[config.mk]
export PLATFORM = sky130hd
export DESIGN_NAME = serial_subtractor
export DESIGN_NICKNAME = d
export VERILOG_FILES = /design/src/rtl/serial_subtractor.sv
export SDC_FILE = /design/constraint.sdc
export NUM_CORES = 1
export LEC_CHECK = 0
export ABC_AREA = 1
export ABC_CLOCK_PERIOD_IN_PS = 2000
export CAP_MARGIN = 20
export CORE_MARGIN = 1
export CORE_UTILIZATION = 52
export DETAILED_ROUTE_END_ITERATION = 10
export PLACE_DENSITY = 0.78
export SLEW_MARGIN = 30
export SYNTH_ARGS = -nofsm -noshare
export SYNTH_HDL_FRONTEND = slang
export SYNTH_SLANG_ARGS = --single-unit
export TNS_END_PERCENT = 1
[constraint.sdc]
create_clock -name clk_i -period 2 [get_ports clk_i]
set_input_delay 0.4 -clock clk_i [delete_from_list [all_inputs] [get_ports clk_i]]
set_output_delay 0.4 -clock clk_i [all_outputs]
set_load 0.01 [all_outputs]
[src/rtl/serial_subtractor.sv]
// serial_subtractor: bit-serial unsigned subtractor, LSB first, one bit per clock.
// A single full-subtractor cell and a 1-bit borrow register process the operands
// over WIDTH cycles. The registered result is published only when the last bit
// completes.
//
// Ports:
//   clk_i          system clock, rising edge
//   rst_i          synchronous active-high reset
//   start_i        request a subtraction (accepted in idle or in the done cycle)
//   a_i, b_i       minuend / subtrahend, sampled on the accepting edge only
//   busy_o         high while bits are being shifted
//   done_o         one-cycle pulse when diff_o / borrow_out_o are freshly valid
//   diff_o         (a - b) mod 2^WIDTH
//   borrow_out_o   final borrow, high iff a < b
module serial_subtractor #(
  parameter int unsigned WIDTH = 8
) (
  input  logic             clk_i,
  input  logic             rst_i,
  input  logic             start_i,
  input  logic [WIDTH-1:0] a_i,
  input  logic [WIDTH-1:0] b_i,
  output logic             busy_o,
  output logic             done_o,
  output logic [WIDTH-1:0] diff_o,
  output logic             borrow_out_o
);

  localparam int unsigned CntW = $clog2(WIDTH);
  localparam logic [CntW-1:0] LastBit = CntW'(WIDTH - 1);

  typedef enum logic [1:0] {StIdle, StShift, StDone} state_e;

  state_e state_q, state_d;

  // a_q doubles as the result accumulator: difference bits enter at the MSB
  // while minuend bits leave at the LSB.
  logic [WIDTH-1:0] a_q, a_d;
  logic [WIDTH-1:0] b_q, b_d;
  logic [CntW-1:0]  cnt_q, cnt_d;
  logic             br_q, br_d;
  logic [WIDTH-1:0] diff_q, diff_d;
  logic             borrow_q, borrow_d;

  logic accept;
  logic last_bit;
  logic d_bit;
  logic br_next;

  assign accept   = start_i && (state_q != StShift);
  assign last_bit = (state_q == StShift) && (cnt_q == LastBit);

  // Full-subtractor cell on the current LSBs.
  assign d_bit   = a_q[0] ^ b_q[0] ^ br_q;
  assign br_next = (~a_q[0] & b_q[0]) | (~(a_q[0] ^ b_q[0]) & br_q);

  // State register
  always_ff @(posedge clk_i) begin
    if (rst_i) begin
      state_q <= StIdle;
    end else begin
      state_q <= state_d;
    end
  end

  // Next-state logic
  always_comb begin
    state_d = state_q;
    unique case (state_q)
      StIdle:  state_d = start_i ? StShift : StIdle;
      StShift: state_d = last_bit ? StDone : StShift;
      StDone:  state_d = start_i ? StShift : StIdle;
      default: state_d = StIdle;
    endcase
  end

  // Outputs
  always_comb begin
    busy_o       = (state_q == StShift);
    done_o       = (state_q == StDone);
    diff_o       = diff_q;
    borrow_out_o = borrow_q;
  end

  // Datapath next-state
  always_comb begin
    a_d      = a_q;
    b_d      = b_q;
    cnt_d    = cnt_q;
    br_d     = br_q;
    diff_d   = diff_q;
    borrow_d = borrow_q;
    if (accept) begin
      a_d   = a_i;
      b_d   = b_i;
      cnt_d = '0;
      br_d  = 1'b0;
    end else if (state_q == StShift) begin
      a_d   = {d_bit, a_q[WIDTH-1:1]};
      b_d   = {1'b0, b_q[WIDTH-1:1]};
      cnt_d = cnt_q + CntW'(1);
      br_d  = br_next;
      if (last_bit) begin
        diff_d   = {d_bit, a_q[WIDTH-1:1]};
        borrow_d = br_next;
      end
    end
  end

  always_ff @(posedge clk_i) begin
    if (rst_i) begin
      a_q      <= '0;
      b_q      <= '0;
      cnt_q    <= '0;
      br_q     <= 1'b0;
      diff_q   <= '0;
      borrow_q <= 1'b0;
    end else begin
      a_q      <= a_d;
      b_q      <= b_d;
      cnt_q    <= cnt_d;
      br_q     <= br_d;
      diff_q   <= diff_d;
      borrow_q <= borrow_d;
    end
  end

endmodule

After elaboration in Yosys (flattened, before gate mapping)
Cells that the tools add are included.
- output and inout bits: 11
- logic and storage cells: 34
- input port bits: 19
- bits in registers: 31
- bitwise operators: 8
- add/sub/neg operators: 1
- eq/ne operators: 4
- reduce and logical (&&, ||, !) cells: 7
- multiplexer cells: 7
- operators with widths (kind ; count):
    8-bit 2-to-1 mux ; 4
    2-bit one-hot mux with 2 select lines ; 1
    2-bit OR reduction ; 2
    3-bit by 1-bit adder with 3-bit output, second input constant ; 1
    3-bit == test, second input constant ; 1
    1-bit inverter ; 3
    3-bit AND reduction ; 1
    1-bit bitwise AND ; 2
    2-bit by 1-bit == test with 1-bit output, second input constant ; 1
    2-bit == test, second input constant ; 1
    1-bit logical AND ; 2
    2-bit zero test ; 1
    2-bit 2-to-1 mux ; 1
    2-bit by 1-bit inequality test with 1-bit output, second input constant ; 1
    2-bit nonzero test ; 1
    1-bit XOR ; 2
    1-bit 2-to-1 mux ; 1
    1-bit bitwise OR ; 1

Logic depth before layout (Yosys ltp)
Gate-level depths: netlist (run 1).
- depth after elaboration: 4
- gate-level depth with buffers: 8
- depth with buffers taken out: 6

Least setup slack after synthesis (run 1)
OpenSTA, ideal clock, no wires.
- path kind: register to register
- from: reg cnt_q[0]
- to: reg diff_q[0], in the netlist diff_o[0]
- setup time: 0.113 ns
- data required time: 1.887 ns
- path buffers: 0
- clock period less this slack: 1.225 ns
- setup slack: 0.775 ns
- stages on the path, launching flop included: 7
- arrival: 1.112 ns
- cells stage by stage: dfxtp_1 > ha_1 > ha_1 > nand3_1 > clkinv_1 > nand2_1 > nand2_1
- word-level cells in the longest chain between the ends: 3
- ends and longest elaborated chain (item ; line ; source):
    start, declared ; 40 ; logic [CntW-1:0] cnt_q, cnt_d;
    start signal, assigned ; 121 ; cnt_q <= cnt_d;
    3-bit == test ; 51 ; assign last_bit = (state_q == StShift) && (cnt_q == LastBit);
    1-bit logical AND ; 51 ;
    3-bit AND reduction (no source line) ; - ;
    end signal, assigned ; 123 ; diff_q <= diff_d;
    end, declared ; 42 ; logic [WIDTH-1:0] diff_q, diff_d;
Every way passes these cells.
A chain may end at the register's enable or synchronous reset.

Final worst setup path (run 1)
- from: reg state_q[0]
- to: out busy_o
- word-level cells in the longest chain between the ends: 1
- ends and longest elaborated chain (item ; line ; source):
    start, declared ; 34 ; state_e state_q, state_d;
    start signal, assigned ; 60 ; state_q <= StIdle;
    start signal, assigned ; 62 ; state_q <= state_d;
    2-bit by 1-bit == test with 1-bit output ; 79 ; busy_o = (state_q == StShift);
    end, declared ; 23 ; output logic busy_o,
Every way passes these cells.

==> results of run 1 <==
-- worst max-delay path, cell delays in order, from the launching register on --
cell	delay, ns
dfxtp_1	0.38
inv_1	0.06
nor2_2	0.11
clkdlybuf4s50_1	0.55
-- routing by layer --
metal  track usage  routed length [um]  up-vias
li1              -                   -      670
met1         0.269                1260      592
met2         0.395                1390       33
met3        0.0508                 157        7
met4         0.132                  44        0
met5             0                   0        -
-- through the flow --
| stage | hold slack, ns | setup WS, ns | cell area (um^2) | utilization |
|---|---|---|---|---|
| 6_report | 0.475 | 0.175 | 1730 | 0.693 |
| 5_1_grt | 0.490 | 0.101 | 1730 | 0.693 |
| 4_1_cts | 0.475 | 0.159 | 1730 | 0.693 |
| 3_5_place_dp | 0.461 | 0.309 | 1680 | 0.673 |
| 3_3_place_gp | 0.451 | 0.384 | 1680 | 0.673 |
| 2_1_floorplan | 0.441 | 0.775 | 1400 | - |
-- cell families (layout without fill, tap and decap cells) --
logic type,after synthesis,in the layout,share of synthesized area
AOI/OAI and AO/OA,7,7,0.0286
xor gates and xnor gates,1,1,0.00627
adders and majority gates,3,3,0.0322
buffers and inverters,34,65,0.120
DFF,31,31,0.444
and+or+nand+nor,115,115,0.369
-- worst paths after layout --
check	to	slack, ns	depth (start not counted)
worst max-delay path	busy_o	0.18	3
worst min-delay path	cnt_q[1]	0.47	2
worst max register to register	diff_o[6]	0.55	6
worst min register to register	cnt_q[1]	0.47	2
-- sequential cells by signal, indices dropped and copies added (netlist names) --
name and cells:
state_q 2, br_q 1, b_q 8, diff_o 8, borrow_out_o 1, cnt_q 3
a_q 8
-- Yosys cell counts, types with 2 or more instances --
library cell / count
inv_2: 3
buf_1: 2
nand3_1: 57
inv_1: 19
buf_2: 2
a21oi_1: 4
buf_6: 3
nor2_1: 3
ha_1: 2
nand2_1: 52
buf_4: 4
dfxtp_1: 31
-- cell type report --
type                       instances  area, um^2
inverter                          23        86.3
tap                               30        37.5
sequential                        31         621
timing repair buffer              34         328
clock inverter                     1        5.00
clock buffer                       7        45.0
fill                             221         768
multi-input combinational        126         609
-- where the power goes --
| group | switching (W) | leakage (nW) | total, W | internal, W |
|---|---|---|---|---|
| clock | 0.000204 | 0.0293 | 0.000340 | 0.000137 |
| combinational | 0.0000894 | 0.564 | 0.000167 | 0.0000776 |
| sequential | 0.0000174 | 0.253 | 0.000660 | 0.000642 |
| total | 0.000311 | 0.846 | 0.00117 | 0.000856 |
==> impl_metrics.py, run 1 <==
metrics = {
    "sta": {
        "post-route-period-util": 0.912,
        "finalSetupTns_ns": 0,
        "drv_slew": 0,
        "timing.final.crit_period_ns": 1.82,
        "hold_viol": 0,
        "setup-violations-final": 0,
        "slew_headroom": 0.772,
        "max_freq_mhz": 548,
        "rsz0062_at_grt": "false",
        "tightest_slew_ns": 0.342,
        "worst_clock_skew_ns": 0.00733,
    },
    "status": {
        "status": "finished clean",
    },
    "floorplan": {
        "die-area_um2": 2900,
        "start_util": 0.559,
        "die_h_um": 53.8,
        "ios": 30,
        "rows": 18,
        "die_w_um": 53.8,
        "coreArea_um2": 2500,
    },
    "route": {
        "drt_iter0_markers": 41,
        "route.detailed.drc": 0,
        "drt_first_pass_iters": 4,
        "finalWirelength_um": 2860,
        "ant_nets": 0,
        "wl_per_cell_um": 11.3,
        "via_per_inst": 5.17,
        "vias": 1302,
    },
    "logic_synthesis": {
        "ys_types": 21,
        "ys.flop_type": "dfxtp_1",
        "syn_avg_cell_area_um2": 7.32,
        "ys_seq_area_frac": 0.444,
        "yosys_register_bits": 31,
        "ys_warn_count": 0,
        "syn-instance-count": 191,
        "netlist_top_cells_area": "dfxtp_1, nand3_1, nand2_1",
        "async_flop_share": 0,
        "synth_fp_nets": 213,
        "yosys.area.top_type": "dfxtp_1",
        "synth_edf_count": 0,
        "synth_top_area_share": 0.444,
        "synth_area_um2": 1400,
    },
    "clock_tree": {
        "h-tree-depth": 2,
        "postCtsHoldBufs": 0,
        "cts.repair.resized": 0,
        "cts_num_sinks": 31,
        "cts_max_path_buffers": 2,
        "cts_buffers": 5,
        "clk_latency_ns": 0.33,
        "clk_pin_slew_worst_paths_ns": 0.09,
        "cts_setup_buffers": 0,
        "root_buffer": "clkbuf_4",
        "tritoncts": "built",
    },
    "place": {
        "hpwlAfterDp_um": 2020,
        "portBuffers": 29,
        "place_congestion": 0.798,
        "dp.cells": 244,
    },
    "setup_path": {
        "cp-start-kind": "flop",
        "path_max_fanout": 4,
        "crit_required_ns": 1.60,
        "crit_start": "state_q[0]",
        "r2r_start": "cnt_q[0]",
        "cp.arrival_ns": 1.42,
        "critPathKind": "flop to primary output",
        "cp-end-kind": "primary output",
    },
    "final_layout": {
        "area_growth_pct": 23.9,
        "finalNetCount": 243,
        "layout_commonest_cell": "nand3_1",
        "mostFrequentLayoutCells": "nand3_1, nand2_1, dfxtp_1, clkdlybuf4s50_1, inv_1",
        "post_route_cells_drive_above_1_share": 0.0766,
        "finalNonFillerCells": 252,
        "diodes": 0,
    },
    "job": {
        "maxCapViolations": 0,
    },
    "global_route": {
        "grt_usage": 0.233,
        "grt_pass1_vias": 1131,
        "grt_pass1_wl_um": 4750,
        "antenna_found_initial": 0,
        "grt_max_degree": 39,
        "overflow": 0,
    },
    "power_and_ir_drop": {
        "powerDensity_nw_per_um2": 674,
        "power.leakage_nw": 0.846,
        "vdd_drop_max_mv": 0.513,
        "finalPower_w": 0.00117,
    },
    "min_path": {
        "hp-start": "cnt_q[1]",
        "hold_class": "flop to flop",
    },
}
Note: power is estimated with default switching activity, not from simulation.
==> run 2: changes to the inputs <==
- MAX_ROUTING_LAYER: unset -> met4
==> impl_metrics.py, run 2 (same netlist as run 1, synthesis figures left out) <==
metrics = {
    "sta": {
        "fin_ws_ns": 0.175,
        "drv_slew": 0,
        "hold_viol": 0,
        "rsz0062_at_grt": "false",
        "slew_headroom": 0.772,
        "max_freq_mhz": 548,
        "holdWs_ns": 0.475,
        "finalSetupTns_ns": 0,
        "timing.final.crit_period_ns": 1.82,
        "setup-violations-final": 0,
        "worst_clock_skew_ns": 0.00731,
        "tightest_slew_ns": 0.342,
        "post-route-period-util": 0.912,
    },
    "place": {
        "place_congestion": 0.810,
        "detailedPlace.worstSlack_ns": 0.309,
        "placed_area_um2": 1680,
        "hpwlAfterDp_um": 2020,
        "portBuffers": 29,
    },
    "setup_path": {
        "cp-start-kind": "flop",
        "critPathKind": "flop to primary output",
        "crit_required_ns": 1.60,
        "slowest_delay_ns": 0.55,
        "cp.arrival_ns": 1.42,
        "cp-end-kind": "primary output",
        "crit_slowest_cell": "clkdlybuf4s50_1",
        "path_max_fanout": 4,
        "crit_chain": "inv_1, nor2_2, clkdlybuf4s50_1",
        "crit_buf_inv": 2,
        "critPathTopFamily": "buffers and inverters",
    },
    "floorplan": {
        "rows": 18,
        "die-area_um2": 2900,
        "die_w_um": 53.8,
        "start_util": 0.559,
        "ios": 30,
        "die_h_um": 53.8,
        "coreArea_um2": 2500,
    },
    "clock_tree": {
        "cts_max_path_buffers": 2,
        "postCtsHoldBufs": 0,
        "clk_latency_ns": 0.33,
        "cts_setup_buffers": 0,
        "root_buffer": "clkbuf_4",
        "h-tree-depth": 2,
        "cts.repair.resized": 0,
        "cts_num_sinks": 31,
        "clk_pin_slew_worst_paths_ns": 0.09,
        "tritoncts": "built",
        "cts_buffers": 5,
    },
    "final_layout": {
        "post_route_cells_drive_above_1_share": 0.0766,
        "layout_commonest_cell": "nand3_1",
        "mostFrequentLayoutCells": "nand3_1, nand2_1, dfxtp_1, clkdlybuf4s50_1, inv_1",
        "fillers": 221,
        "multiInputGateArea_um2": 609,
        "finalNetCount": 243,
        "seqCellArea_um2": 621,
        "area_growth_pct": 23.9,
        "diodes": 0,
        "final_design_area_no_fill_um2": 1730,
    },
    "route": {
        "route.detailed.drc": 0,
        "finalWirelength_um": 2860,
        "via_per_inst": 5.17,
        "vias": 1302,
        "ant_nets": 0,
        "wl_per_cell_um": 11.3,
        "drt_first_pass_iters": 4,
        "drt_iter0_markers": 41,
    },
    "global_route": {
        "grt-busiest-layer": "met2",
        "use_met2": 0.395,
        "grt_max_degree": 39,
        "overflow": 0,
        "grt_usage": 0.240,
        "grtUsageMet3": 0.0508,
        "grt_pass1_vias": 1131,
        "antenna_found_initial": 0,
        "grt_use_met1": 0.269,
        "grt_pass1_wl_um": 4750,
    },
    "status": {
        "status": "finished clean",
    },
    "job": {
        "maxCapViolations": 0,
    },
    "min_path": {
        "hold_class": "flop to flop",
    },
    "power_and_ir_drop": {
        "vdd_drop_max_mv": 0.513,
        "finalPower_w": 0.00117,
        "power.leakage_nw": 0.846,
        "powerDensity_nw_per_um2": 674,
    },
}
run 2: cell counts in the layout (fill, tap and decap cells not counted):
Identical to the previous run, type by type.
run 2: worst paths after layout:
| path | to | cells past startpoint | from | slack, ns |
|---|---|---|---|---|
| setup reg to reg | diff_o[6] | 6 | cnt_q[0] | 0.55 |
| hold reg to reg | cnt_q[1] | 2 | cnt_q[1] | 0.47 |
| setup / recovery | busy_o | 3 | state_q[0] | 0.18 |
| hold / removal | cnt_q[1] | 2 | cnt_q[1] | 0.47 |
run 2: where the power goes:
group          internal [W]  total (W)  leakage [nW]  switching [W]
clock              0.000137   0.000340        0.0293       0.000204
combinational     0.0000776   0.000167         0.564      0.0000894
sequential         0.000642   0.000660         0.253      0.0000174
run 2: stage by stage:
step | util | cells
floorplan | - | 191
global placement | 0.673 | 244
detailed placement | 0.673 | 244
CTS | 0.693 | 252
global route | 0.693 | 252
finish | 0.693 | 252
run 2: layout make-up:
type | instances | share of cell area
inverters | 23 | 0.0499
clock inverters | 1 | 0.00289
well taps | 30 | 0.0217
flip-flops and latches | 31 | 0.358
multi-input cells | 126 | 0.352
clock buffers | 7 | 0.0260
repair buffers | 34 | 0.189
run 2: worst reg2reg max path: cells and delay by family (launching register included):
family / cells / cell delay, ns
DFF: 1 / 0.34
buffers and inverters: 1 / 0.21
adders and majority gates: 2 / 0.47
and+or+nand+nor: 3 / 0.34
run 2: metal layers:
layer | wire, um | up-vias
met5 | 0 | -
met2 | 1390 | 33
met3 | 157 | 7
met1 | 1260 | 592
li1 | - | 670
met4 | 44 | 0
==> run 3: changes to the inputs <==
- ABC_AREA: 1 -> unset
- PLACE_DENSITY: 0.78 -> 0.8
==> impl_metrics.py, run 3 <==
metrics = {
    "clock_tree": {
        "postCtsHoldBufs": 0,
        "clk_pin_slew_worst_paths_ns": 0.10,
        "cts_num_sinks": 31,
        "cts_buffers": 5,
        "cts_max_path_buffers": 2,
        "h-tree-depth": 2,
        "tritoncts": "built",
        "clk_latency_ns": 0.33,
        "cts_setup_buffers": 0,
        "root_buffer": "clkbuf_4",
        "cts.repair.resized": 0,
    },
    "logic_synthesis": {
        "synth_area_um2": 1290,
        "synth_top_family_by_area": "simple AND/OR/NAND/NOR gates",
        "netlist_top_cells_area": "dfxtp_1, mux2i_1, a211oi_1",
        "ys.flop_type": "dfxtp_1",
        "synth-simple-area-share": 0.162,
        "synth_most_common_cell": "dfxtp_1",
        "synth_top_area_share": 0.480,
        "synth_compound_area_frac": 0.146,
        "yosys_register_bits": 31,
        "synth_fp_nets": 162,
        "async_flop_share": 0,
        "synth_top_cells_by_count": "dfxtp_1, nand2_1, nor2_1, a211oi_1, mux2i_1",
        "synth_xor_xnor_area_share": 0,
        "ys_types": 20,
        "ys_seq_area_frac": 0.480,
        "syn_avg_cell_area_um2": 9.24,
        "synthAdderAreaFrac": 0.0348,
        "synth_edf_count": 0,
        "yosys.area.top_type": "dfxtp_1",
        "syn-instance-count": 140,
        "ys_warn_count": 0,
        "synth_mux_area_frac": 0.124,
    },
    "sta": {
        "rsz0062_at_grt": "false",
        "drv_slew": 0,
        "timing.final.crit_period_ns": 1.88,
        "worst_clock_skew_ns": 0.00956,
        "finalSetupTns_ns": 0,
        "tightest_slew_ns": 0.343,
        "slew_headroom": 0.771,
        "post-route-period-util": 0.939,
        "setup-violations-final": 0,
        "max_freq_mhz": 532,
        "hold_viol": 0,
    },
    "final_layout": {
        "finalNetCount": 191,
        "diodes": 0,
        "area_growth_pct": 30.6,
        "mostFrequentLayoutCells": "dfxtp_1, clkdlybuf4s50_1, nor2_1, nand2_1",
        "layout_commonest_cell": "dfxtp_1",
        "post_route_cells_drive_above_1_share": 0.0706,
    },
    "global_route": {
        "overflow": 0,
        "antenna_found_initial": 0,
        "grt_usage": 0.217,
        "grt_pass1_wl_um": 4000,
        "grt_pass1_vias": 936,
        "grt_max_degree": 35,
    },
    "setup_path": {
        "slowest_delay_ns": 0.53,
        "cp.arrival_ns": 1.48,
        "path_max_fanout": 7,
        "cp-end-kind": "primary output",
        "crit_slowest_cell": "clkdlybuf4s50_1",
        "critPathTopFamily": "buffers and inverters",
        "crit_chain": "nand2b_1, inv_4, clkdlybuf4s50_1",
        "cp-start-kind": "flop",
        "crit_buf_inv": 2,
        "crit_required_ns": 1.60,
        "critPathKind": "flop to primary output",
    },
    "route": {
        "drt_first_pass_iters": 4,
        "via_per_inst": 5.26,
        "ant_nets": 0,
        "wl_per_cell_um": 12.0,
        "vias": 1042,
        "route.detailed.drc": 0,
        "drt_iter0_markers": 12,
        "finalWirelength_um": 2380,
    },
    "floorplan": {
        "rows": 17,
        "die-area_um2": 2690,
        "coreArea_um2": 2280,
        "die_h_um": 51.9,
        "ios": 30,
        "start_util": 0.568,
        "die_w_um": 51.9,
    },
    "place": {
        "portBuffers": 29,
        "place_congestion": 0.713,
        "hpwlAfterDp_um": 1620,
    },
    "power_and_ir_drop": {
        "finalPower_w": 0.00135,
        "power.leakage_nw": 0.670,
        "vdd_drop_max_mv": 0.727,
        "powerDensity_nw_per_um2": 796,
    },
    "min_path": {
        "hold_class": "flop to flop",
    },
    "status": {
        "status": "finished clean",
    },
    "job": {
        "maxCapViolations": 0,
    },
}
run 3: cell types whose count changed after synthesis, moves of 4 or more:
cell      change
nand3b_1      +4
a21oi_1       +8
mux2i_1      +16
a211oi_1     +16
nor2_1       +15
inv_1        -16
buf_4         -4
clkbuf_1      +4
nand2_1      -34
nand3_1      -57
run 3: worst reg2reg max path: stages, from the launching register on:
cell and delay, ns:
dfxtp_1 0.38, ha_1 0.16, ha_1 0.18, and3b_1 0.36
nor2_1 0.07, a211oi_1 0.20
run 3: stage by stage:
step | area, um^2 | utilization | setup WS [ns] | cells | hold WS (ns)
finish | 1690 | 0.742 | 0.122 | 198 | 0.460
global route | 1690 | 0.742 | 0.0169 | 198 | 0.490
CTS | 1690 | 0.742 | 0.106 | 198 | 0.463
detailed placement | 1600 | 0.704 | 0.428 | 190 | 0.449
global placement | 1600 | 0.704 | 0.431 | 190 | 0.442
floorplan | 1290 | - | 0.717 | 140 | 0.445
run 3: metal layers:
layer,vias to the layer above,track usage,wire length (um)
li1,542,-,-
met2,33,0.316,1100
met3,2,0.0965,138
met4,0,0.0946,16
met1,465,0.258,1130
met5,-,-,0
run 3: layout make-up:
type                            count  area, um^2
Sequential cell                    31         621
Multi-Input combinational cell     95         604
Fill cell                         166         587
Timing Repair Buffer               32         325
Clock buffer                        6        51.3
Clock inverter                      2        35.0
Tap cell                           28        35.0
Inverter                            4        17.5
run 3: report_power, final:
part	switching [W]	leakage (nW)	internal [W]	total, W
clock network	0.000211	0.0482	0.000295	0.000507
registers	0.0000242	0.254	0.000652	0.000677
logic	0.0000746	0.368	0.0000873	0.000162
run 3: path summary, 6_finish.rpt:
path,cells after the start,slack [ns],to,from
setup / recovery,3,0.12,busy_o,state_q[1]
hold / removal,2,0.46,diff_o[4],diff_o[4]
setup reg to reg,5,0.56,borrow_out_o,cnt_q[0]
hold reg to reg,2,0.46,diff_o[4],diff_o[4]
run 3: cells by family (layout without fill, tap and decap cells):
kind of cell | Yosys count | in the layout
AOI/OAI and AO/OA | 29 | 29
adders and majority gates | 3 | 3
buffers and inverters | 14 | 44
DFF | 31 | 31
muxes | 16 | 16
and+or+nand+nor | 47 | 47
